**config.mk**
```make
export PLATFORM = sky130hd
export DESIGN_NAME = arbitro_multiplicador_flat
export DESIGN_NICKNAME = d
export VERILOG_FILES = /design/src/rtl/arbitro_multiplicador_if.sv /design/src/rtl/arbitro_multiplicador.sv /design/src/flat_wrapper.sv
export SDC_FILE = /design/constraint.sdc
export NUM_CORES = 1
export LEC_CHECK = 0
export CAP_MARGIN = 20
export CORE_MARGIN = 10
export CORE_UTILIZATION = 30
export DETAILED_ROUTE_END_ITERATION = 7
export HOLD_SLACK_MARGIN = 0.02
export PLACE_DENSITY = 0.7
export REMOVE_ABC_BUFFERS = 1
export SLEW_MARGIN = 40
export SYNTH_ARGS = -nofsm -noshare
export SYNTH_HDL_FRONTEND = slang
export SYNTH_SLANG_ARGS = --single-unit
```
**constraint.sdc**
```tcl
create_clock -name Clk -period 2.1 [get_ports Clk]
set_input_delay 0.315 -clock Clk [delete_from_list [all_inputs] [get_ports Clk]]
set_output_delay 0.315 -clock Clk [all_outputs]
set_load 0.02 [all_outputs]
```
**src/rtl/arbitro_multiplicador_if.sv**
```systemverilog
// Bundle of request/grant lines and multiplier handshake between clients, arbiter and the shared multiplier.
interface arbitro_multiplicador_if #(
  parameter int N_REQ = 4,
  parameter int W     = 4
);
  logic [N_REQ-1:0]   Req;
  logic [N_REQ*W-1:0] Op_A;
  logic [N_REQ*W-1:0] Op_B;
  logic [N_REQ-1:0]   Gnt;
  logic [N_REQ-1:0]   Ack;
  logic [2*W-1:0]     Resultado;
  logic               Busy;
  logic               Timeout;
  logic               Mul_St;
  logic [W-1:0]       Mul_A;
  logic [W-1:0]       Mul_B;
  logic               Mul_Idle;
  logic               Mul_Done;
  logic [2*W-1:0]     Mul_Produto;

  // arbiter side
  modport slave (
    input  Req, Op_A, Op_B, Mul_Idle, Mul_Done, Mul_Produto,
    output Gnt, Ack, Resultado, Busy, Timeout, Mul_St, Mul_A, Mul_B
  );

  // clients plus multiplier side
  modport master (
    output Req, Op_A, Op_B, Mul_Idle, Mul_Done, Mul_Produto,
    input  Gnt, Ack, Resultado, Busy, Timeout, Mul_St, Mul_A, Mul_B
  );
endinterface

```
**src/rtl/arbitro_multiplicador.sv**
```systemverilog
// Round-robin arbiter sharing one multiplier among N_REQ clients; grant->Mul_St 1 cycle, Mul_Done->Ack 1 cycle.
// Clients hold Req until their Ack; optional ARB_TIMEOUT_EN adds a watchdog that forces Ack with Resultado=0.
module arbitro_multiplicador #(
  parameter int N_REQ          = 4,
  parameter int W              = 4,
  parameter int TIMEOUT_CICLOS = 32
) (
  input  logic                  Clk,
  input  logic                  Rst,
  arbitro_multiplicador_if.slave bus
);
  localparam int PW = $clog2(N_REQ);

  typedef enum logic [1:0] {OCIOSO, INICIA, ESPERA, ENTREGA} estado_t;

  estado_t            estado, estado_nx;
  logic [PW-1:0]      ptr, ptr_nx, vencedor, cand;
  logic               cand_vld;
  logic [PW:0]        suma, prox;
  logic [N_REQ-1:0]   gnt;
  logic [W-1:0]       mul_a, mul_b;
  logic [2*W-1:0]     resultado;
  logic               fim_timeout;

  // First set Req at or after ptr, wrapping modulo N_REQ
  always_comb begin
    cand_vld = 1'b0;
    cand     = '0;
    suma     = '0;
    for (int i = 0; i < N_REQ; i++) begin
      suma = {1'b0, ptr} + (PW+1)'(i);
      if (suma >= (PW+1)'(N_REQ))
        suma = suma - (PW+1)'(N_REQ);
      if (!cand_vld && bus.Req[suma[PW-1:0]]) begin
        cand_vld = 1'b1;
        cand     = suma[PW-1:0];
      end
    end
  end

  always_comb begin
    prox   = {1'b0, vencedor} + (PW+1)'(1);
    ptr_nx = (prox == (PW+1)'(N_REQ)) ? '0 : prox[PW-1:0];
  end

  always_comb begin
    estado_nx = estado;
    unique case (estado)
      OCIOSO:  if (cand_vld && bus.Mul_Idle) estado_nx = INICIA;
      INICIA:  begin
        if (fim_timeout)        estado_nx = ENTREGA;
        else if (!bus.Mul_Idle) estado_nx = ESPERA;
      end
      ESPERA:  if (bus.Mul_Done || fim_timeout) estado_nx = ENTREGA;
      ENTREGA: estado_nx = OCIOSO;
      default: estado_nx = OCIOSO;
    endcase
  end

  always_ff @(posedge Clk) begin
    if (Rst) begin
      estado    <= OCIOSO;
      ptr       <= '0;
      vencedor  <= '0;
      gnt       <= '0;
      mul_a     <= '0;
      mul_b     <= '0;
      resultado <= '0;
    end else begin
      estado <= estado_nx;
      case (estado)
        OCIOSO: begin
          if (estado_nx == INICIA) begin
            vencedor <= cand;
            gnt      <= N_REQ'(1) << cand;
            mul_a    <= bus.Op_A[cand*W +: W];
            mul_b    <= bus.Op_B[cand*W +: W];
          end
        end
        INICIA: begin
          if (fim_timeout) resultado <= '0;
        end
        ESPERA: begin
          if (bus.Mul_Done)     resultado <= bus.Mul_Produto;
          else if (fim_timeout) resultado <= '0;
        end
        ENTREGA: begin
          gnt <= '0;
          ptr <= ptr_nx;
        end
        default: ;
      endcase
    end
  end

`ifdef ARB_TIMEOUT_EN
  localparam int CW = $clog2(TIMEOUT_CICLOS + 1);

  logic [CW-1:0] contador;
  logic          timeout_q;

  // Expire on the edge where the count would reach the limit, so Ack lands TIMEOUT_CICLOS cycles after grant
  assign fim_timeout = (estado == INICIA || (estado == ESPERA && !bus.Mul_Done)) &&
                       (contador == CW'(TIMEOUT_CICLOS - 1));

  always_ff @(posedge Clk) begin
    if (Rst) begin
      contador  <= '0;
      timeout_q <= 1'b0;
    end else begin
      timeout_q <= fim_timeout;
      if (estado == OCIOSO)
        contador <= '0;
      else if (estado == INICIA || estado == ESPERA)
        contador <= contador + CW'(1);
    end
  end

  assign bus.Timeout = timeout_q;
`else
  logic unused_cfg;
  assign unused_cfg  = ^TIMEOUT_CICLOS;
  assign fim_timeout = 1'b0;
  assign bus.Timeout = 1'b0;
`endif

  assign bus.Gnt       = gnt;
  assign bus.Ack       = (estado == ENTREGA) ? gnt : '0;
  assign bus.Resultado = resultado;
  assign bus.Busy      = (estado != OCIOSO);
  assign bus.Mul_St    = (estado == INICIA);
  assign bus.Mul_A     = mul_a;
  assign bus.Mul_B     = mul_b;
endmodule

```
**src/flat_wrapper.sv**
```systemverilog
// flat-port wrapper written by rule: the top's interface ports become plain ports
module arbitro_multiplicador_flat 
#(
  parameter int N_REQ          = 4,
  parameter int W              = 4,
  parameter int TIMEOUT_CICLOS = 32
)
  (Clk, Rst, bus_Req, bus_Op_A, bus_Op_B, bus_Mul_Idle, bus_Mul_Done, bus_Mul_Produto, bus_Gnt, bus_Ack, bus_Resultado, bus_Busy, bus_Timeout, bus_Mul_St, bus_Mul_A, bus_Mul_B);
  arbitro_multiplicador_if #(.N_REQ(N_REQ), .W(W)) bus_i ();
  input  logic Clk;
  input  logic Rst;
  input wire logic [$bits(bus_i.Req)-1:0] bus_Req;
  input wire logic [$bits(bus_i.Op_A)-1:0] bus_Op_A;
  input wire logic [$bits(bus_i.Op_B)-1:0] bus_Op_B;
  input wire logic [$bits(bus_i.Mul_Idle)-1:0] bus_Mul_Idle;
  input wire logic [$bits(bus_i.Mul_Done)-1:0] bus_Mul_Done;
  input wire logic [$bits(bus_i.Mul_Produto)-1:0] bus_Mul_Produto;
  output wire logic [$bits(bus_i.Gnt)-1:0] bus_Gnt;
  output wire logic [$bits(bus_i.Ack)-1:0] bus_Ack;
  output wire logic [$bits(bus_i.Resultado)-1:0] bus_Resultado;
  output wire logic [$bits(bus_i.Busy)-1:0] bus_Busy;
  output wire logic [$bits(bus_i.Timeout)-1:0] bus_Timeout;
  output wire logic [$bits(bus_i.Mul_St)-1:0] bus_Mul_St;
  output wire logic [$bits(bus_i.Mul_A)-1:0] bus_Mul_A;
  output wire logic [$bits(bus_i.Mul_B)-1:0] bus_Mul_B;
  assign bus_i.Req = bus_Req;
  assign bus_i.Op_A = bus_Op_A;
  assign bus_i.Op_B = bus_Op_B;
  assign bus_i.Mul_Idle = bus_Mul_Idle;
  assign bus_i.Mul_Done = bus_Mul_Done;
  assign bus_i.Mul_Produto = bus_Mul_Produto;
  assign bus_Gnt = bus_i.Gnt;
  assign bus_Ack = bus_i.Ack;
  assign bus_Resultado = bus_i.Resultado;
  assign bus_Busy = bus_i.Busy;
  assign bus_Timeout = bus_i.Timeout;
  assign bus_Mul_St = bus_i.Mul_St;
  assign bus_Mul_A = bus_i.Mul_A;
  assign bus_Mul_B = bus_i.Mul_B;
  arbitro_multiplicador #(.N_REQ(N_REQ), .W(W), .TIMEOUT_CICLOS(TIMEOUT_CICLOS)) u_core (.Clk(Clk), .Rst(Rst), .bus(bus_i));
endmodule
```
== Yosys cells after proc, flatten, opt, wreduce, memory -nomap -nowiden ==
Index checks and enable logic that the tools add are counted.
Cells by class
  bitwise logic cells: 0
  add/sub/neg operators: 8
  div/mod/pow operators: 0
  shift operators: 3
  magnitude comparators: 8
  reduce and logical (&&, ||, !) cells: 13
  mux-type cells: 28
  eq/ne operators: 6
  $mul: 0
Operators with widths (number)
  $shiftx A16 B5 Y4: 2
  $mux W2: 12
  $lt A2 B3 Y1 const B: 4
  $ge A3 B3 Y1 const B: 3
  $bmux W1 S2: 4
  $mux W1: 8
  $mux W4: 2
  $pmux W2 S4: 1
  $pmux W4 S2: 1
  $sub A2 B1 Y2 const B: 4
  $add A2 B1 Y3 const B: 2
  $add A2 B2 Y3 const B: 2
  $reduce_and A2 Y1: 3
  $eq A2 B1 Y1 const B: 2
  $eq A2 B2 Y1 const B: 2
  $logic_and A1 B1 Y1: 4
  $reduce_bool A2 Y1: 2
  $shl A1 B2 Y4 const A: 1
  $eq A3 B3 Y1 const B: 1
  $ge A2 B3 Y1 const B: 1
  $logic_not A1 Y1: 3
  $logic_not A2 Y1: 1
  $ne A2 B1 Y1 const B: 1
Word-level totals
  output and inout bits: 27
  word-level logic and storage cells: 73
  bits in writable memories: 0
  register bits after elaboration: 26
  bits of input ports: 48
  latch bits: 0
  memories: 0
  bits in read-only memories: 0

== Depth between registers and ports, before layout ==
  depth after elaboration: 20
  mapped depth: 7
  depth with buffers taken out: 5

== Least setup slack after synthesis ==
No wires, ideal clock.
  kind: register to register
  start point: register u_core.ptr[1]
  end point: register u_core.mul_b[3] (netlist: u_core.bus.Mul_B[3])
  data required time: 1.984 ns
  buffers on the path: 1
  setup time: 0.116 ns
  stages on the path, launching flop included: 7
  path slack: 0.464 ns
  arrival: 1.520 ns
  clock period less this slack: 1.636 ns
  path through: dfxtp_1 > buf_4 > mux2i_1 > or2_2 > nand3_4 > mux2_2 > o211a_1
Between the ends
  word-level cells in the longest chain between the ends: 19
  elaborated cells on any way between the ends: 43
  those cells by class: 7 x add/sub; 4 x order compare; 1 x eq/ne; 1 x shift; 22 x mux; 8 x reduce/logical
RTL lines
  start, declared: RTL line arbitro_multiplicador.sv:17  | logic [PW-1:0] ptr, ptr_nx, vencedor, cand;
  start signal, assigned: RTL line arbitro_multiplicador.sv:89  | ptr <= ptr_nx;
  branches (longest 19 deep; another with $add A2 B1 Y3)
  end signal, assigned: RTL line arbitro_multiplicador.sv:77  | mul_b <= bus.Op_B[cand*W +: W];
  end, declared: RTL line arbitro_multiplicador.sv:21  | logic [W-1:0] mul_a, mul_b;
Parallel ways; which one is timed is not known. The select of a mux whose other input is x is not followed.
A chain may end at the register's enable or synchronous reset.

== Final worst setup path ==
  start point: register u_core.estado[0]
  end point: output port bus_Mul_St
Between the ends
  word-level cells in the longest chain between the ends: 1
RTL lines
  start, declared: RTL line arbitro_multiplicador.sv:16  | estado_t estado, estado_nx;
  start signal, assigned: RTL line arbitro_multiplicador.sv:70  | estado <= estado_nx;
  $eq A2 B1 Y1: RTL line arbitro_multiplicador.sv:131  | assign bus.Mul_St = (estado == INICIA);
  end, declared: RTL line flat_wrapper.sv:23  | output wire logic [$bits(bus_i.Mul_St)-1:0] bus_Mul_St;
No other way between the ends.

==> flow_metrics.env <==
export IMPL_final_util_pct=52.0
export IMPL_reg2reg_from="u_core.ptr[1]$_SDFFE_PP0P_"
export IMPL_synth_area_per_cell_um2=8.78
export IMPL_period_needed_ns=1.87
export IMPL_r2r_slack_ns=0.42
export IMPL_vias_per_cell=4.89
export IMPL_clockBufferDepth=2
export IMPL_cts_resized=0
export IMPL_grt_pass1_wl_um=7330
export IMPL_die_area_mm2=0.00782
export IMPL_skew_ns=0.00171
export IMPL_clkLatencyLatePin_ns=0.26
export IMPL_route_vias_total=1434
export IMPL_worstSetupStartpointType="flop"
export IMPL_power_density_mw_per_mm2=506
export IMPL_clkSlewWorstSetupHoldPaths_ns=0.09
export IMPL_drtIter0Drc=77
export IMPL_ant_nets=0
export IMPL_hold_viol=0
export IMPL_final_nets=292
export IMPL_cp_slowest_stage_delay_ns=0.62
export IMPL_hp_start="u_core.vencedor[0]$_SDFFE_PP0P_"
export IMPL_n_antenna_cell=0
export IMPL_cp_cell_sequence="inv_1, nor2_1, clkdlybuf4s50_1"
export IMPL_grt_pass1_vias=1566
export IMPL_yosysTopAreaCell="dfxtp_1"
export IMPL_crit_family="buffers and inverters"
export IMPL_placedInstanceArea_mm2=0.00227
export IMPL_fin_area_mm2=0.00231
export IMPL_cts_buffers=3
export IMPL_coreArea_mm2=0.00444
export IMPL_dp_cells=290
export IMPL_reg2reg_to="u_core.bus.Mul_B[1]$_SDFFE_PP0P_"
export IMPL_grt_overflow=0
export IMPL_cts_setup_buffers=0
export IMPL_whs_endpoint="u_core.vencedor[0]$_SDFFE_PP0P_"
export IMPL_hpwlAfterDp_um=3690
export IMPL_synth_area_mm2=0.00141
export IMPL_met1_usage_pct=13.1
export IMPL_die_y_um=88.4
export IMPL_crit_buf_inv=2
export IMPL_fin_crit_sh_pct=89.0
export IMPL_synth_top_area_share_pct=37.0
export IMPL_dr_pass1_iters=4
export IMPL_cts_sinks=26
export IMPL_critical_path_required_ns=1.78
export IMPL_drive_above_1_share_pct=12.4
export IMPL_setup_ws_ns=0.231
export IMPL_wire_per_inst_um=15.2
export IMPL_ctsHoldBuffers=0
export IMPL_hold_class="flop to flop"
export IMPL_crit_path_top_delay_cell="clkdlybuf4s50_1"
export IMPL_slew_headroom_pct=55.8
export IMPL_leakage_nw=0.995
export IMPL_gr_max_usage_layer="met2"
export IMPL_htree_num_levels=1
export IMPL_drc=0
export IMPL_synth_distinct_cells=37
export IMPL_crit_arrival_ns=1.55
export IMPL_whs_path_depth=2
export IMPL_synth_area_leaders="dfxtp_1, mux2i_1, a211oi_1"
export IMPL_fmax_ghz=0.535
export IMPL_met3_usage_pct=5.06
export IMPL_slew_viol_final=0
export IMPL_finalNonFillerCells=293
export IMPL_place_congestion=0.830
export IMPL_pre_cts_ws_ns=-0.0514
export IMPL_die_width_um=88.4
export IMPL_numPortBuffers=73
export IMPL_vdd_ir_drop_max_uv=239
export IMPL_area_growth_syn_to_layout_pct=64.4
export IMPL_worstRegToRegCells=5
export IMPL_totalPowerFinal_mw=1.17
export IMPL_synth_ff_latch_count=26
export IMPL_path_max_fanout=12
export IMPL_outcome="finished, final reports clean"
export IMPL_finalSetupViolations=0
export IMPL_wl_um=4460
export IMPL_rsz0062_at_grt="false"
export IMPL_cts_tree="yes"
export IMPL_ioPinCount=75
export IMPL_ys_warn_count=0
export IMPL_cp_end_kind="primary output"
export IMPL_rows=24
export IMPL_grt_antenna_before_repair=0
export IMPL_cts_root_buffer="clkbuf_8"
export IMPL_syn_instance_count=160
export IMPL_track_usage_pct=11.6
export IMPL_cap_violations=0
export IMPL_grt_max_degree=19
export IMPL_start_util_pct=31.6
export IMPL_path_class="flop to primary output"
export IMPL_seq_area_frac_synth_pct=37.0
export IMPL_tightest_slew_ns=0.660
export IMPL_met2_usage_pct=19.8
==> synthesized netlist by cell type <==
cell type	count
ha_1	1
mux2_2	1
o21bai_1	7
or2_2	2
nor3_2	2
buf_4	3
o21ai_0	1
and3_1	5
buf_2	2
nor3_1	8
nand2_1	15
or3_1	2
a21oi_1	8
nor4_2	1
o221ai_2	1
nand2b_1	2
conb_1	1
a21o_1	2
nor2b_1	2
a211oi_2	1
dfxtp_1	26
or2b_1	1
nand3_1	4
o21a_1	1
a311oi_1	1
inv_1	3
buf_6	1
a211oi_1	15
clkbuf_1	4
nand3_4	1
nand3b_1	1
o211a_1	1
nor2_1	15
o21ai_2	1
mux2i_1	16
a22oi_1	1
a22oi_2	1
==> layout make-up <==
class                   count  area [um2]
fillers                   448        2130
repair buffers             88         856
clock buffers               3        41.3
multi-input cells         121         815
flip-flops and latches     26         522
well taps                  52        65.1
inverters                   3        11.3
==> per-layer routing <==
metal | vias up | part of all wire [%] | wire [um]
li1 | 740 | - | -
met1 | 629 | 43 | 1910
met2 | 61 | 46 | 2040
met3 | 4 | 11 | 490
met4 | 0 | 0.54 | 24
met5 | - | 0 | 0
==> sequential cells by signal, indices dropped and copies added (netlist names) <==
| name | count |
|---|---|
| u_core.bus.Gnt | 4 |
| u_core.bus.Mul_A | 4 |
| u_core.bus.Mul_B | 4 |
| u_core.bus.Resultado | 8 |
| u_core.estado | 2 |
| u_core.ptr | 2 |
| u_core.vencedor | 2 |
==> cell usage in the layout, fill, tap and decap left out, drive strengths merged, types with 2 or more instances in the layout <==
master	Yosys	layout
o21ai	2	2
and3	5	5
nor3	10	10
clkbuf	4	3
o21bai	7	7
or3	2	2
buf	6	15
or2	2	2
a21oi	8	8
mux2i	16	16
clkdlybuf4s50	0	73
nor2b	2	2
nor2	15	15
nand3	5	5
a22oi	2	2
nand2b	2	2
a21o	2	2
nand2	15	15
dfxtp	26	26
inv	3	3
a211oi	16	16
==> cells by family (layout without fill, tap and decap cells) <==
family	after synthesis	after routing	synth area share, %
compound gates	41	41	21.9
fa+ha+maj	1	1	0.890
buf+inv	13	94	4.99
flops	26	26	37.0
mux	17	17	12.2
other cells	1	1	0.267
simple gates	61	61	22.7
==> power by group <==
part | total, mW | switching [mW] | internal, mW
Sequential | 0.540 | 0.0196 | 0.521
Combinational | 0.353 | 0.155 | 0.198
Clock | 0.277 | 0.149 | 0.128
==> tightest hold or removal path, cell delays in order (launching register included) <==
cell and delay, ns:
dfxtp_1 0.33, nand2_1 0.06, a21oi_1 0.06
==> stage by stage <==
stage | TNS (ns) | hold WS [ns]
floorplan | 0 | 0.384
global placement | 0 | 0.467
detailed placement | -0.120 | 0.473
CTS | 0 | 0.487
global route | 0 | 0.533
finish | 0 | 0.488
==> how the worst max path moves through the flow <==
stage                                            from                          endpoint  slack [ns]  cells past startpoint
after global placement                     bus_Req[0]  u_core.bus.Mul_A[2]$_SDFFE_PP0P_        0.03                      7
after global routing                       bus_Req[0]  u_core.bus.Mul_B[1]$_SDFFE_PP0P_        0.08                      7
after detailed placement                   bus_Req[0]  u_core.bus.Mul_B[1]$_SDFFE_PP0P_       -0.05                      7
final                     u_core.estado[0]$_SDFF_PP0_                        bus_Mul_St        0.23                      3
after CTS                 u_core.estado[0]$_SDFF_PP0_                        bus_Mul_St        0.04                      3
after floorplan           u_core.estado[1]$_SDFF_PP0_  u_core.bus.Mul_B[3]$_SDFFE_PP0P_        0.18                      5
Note: power is estimated with default switching activity, not from simulation.
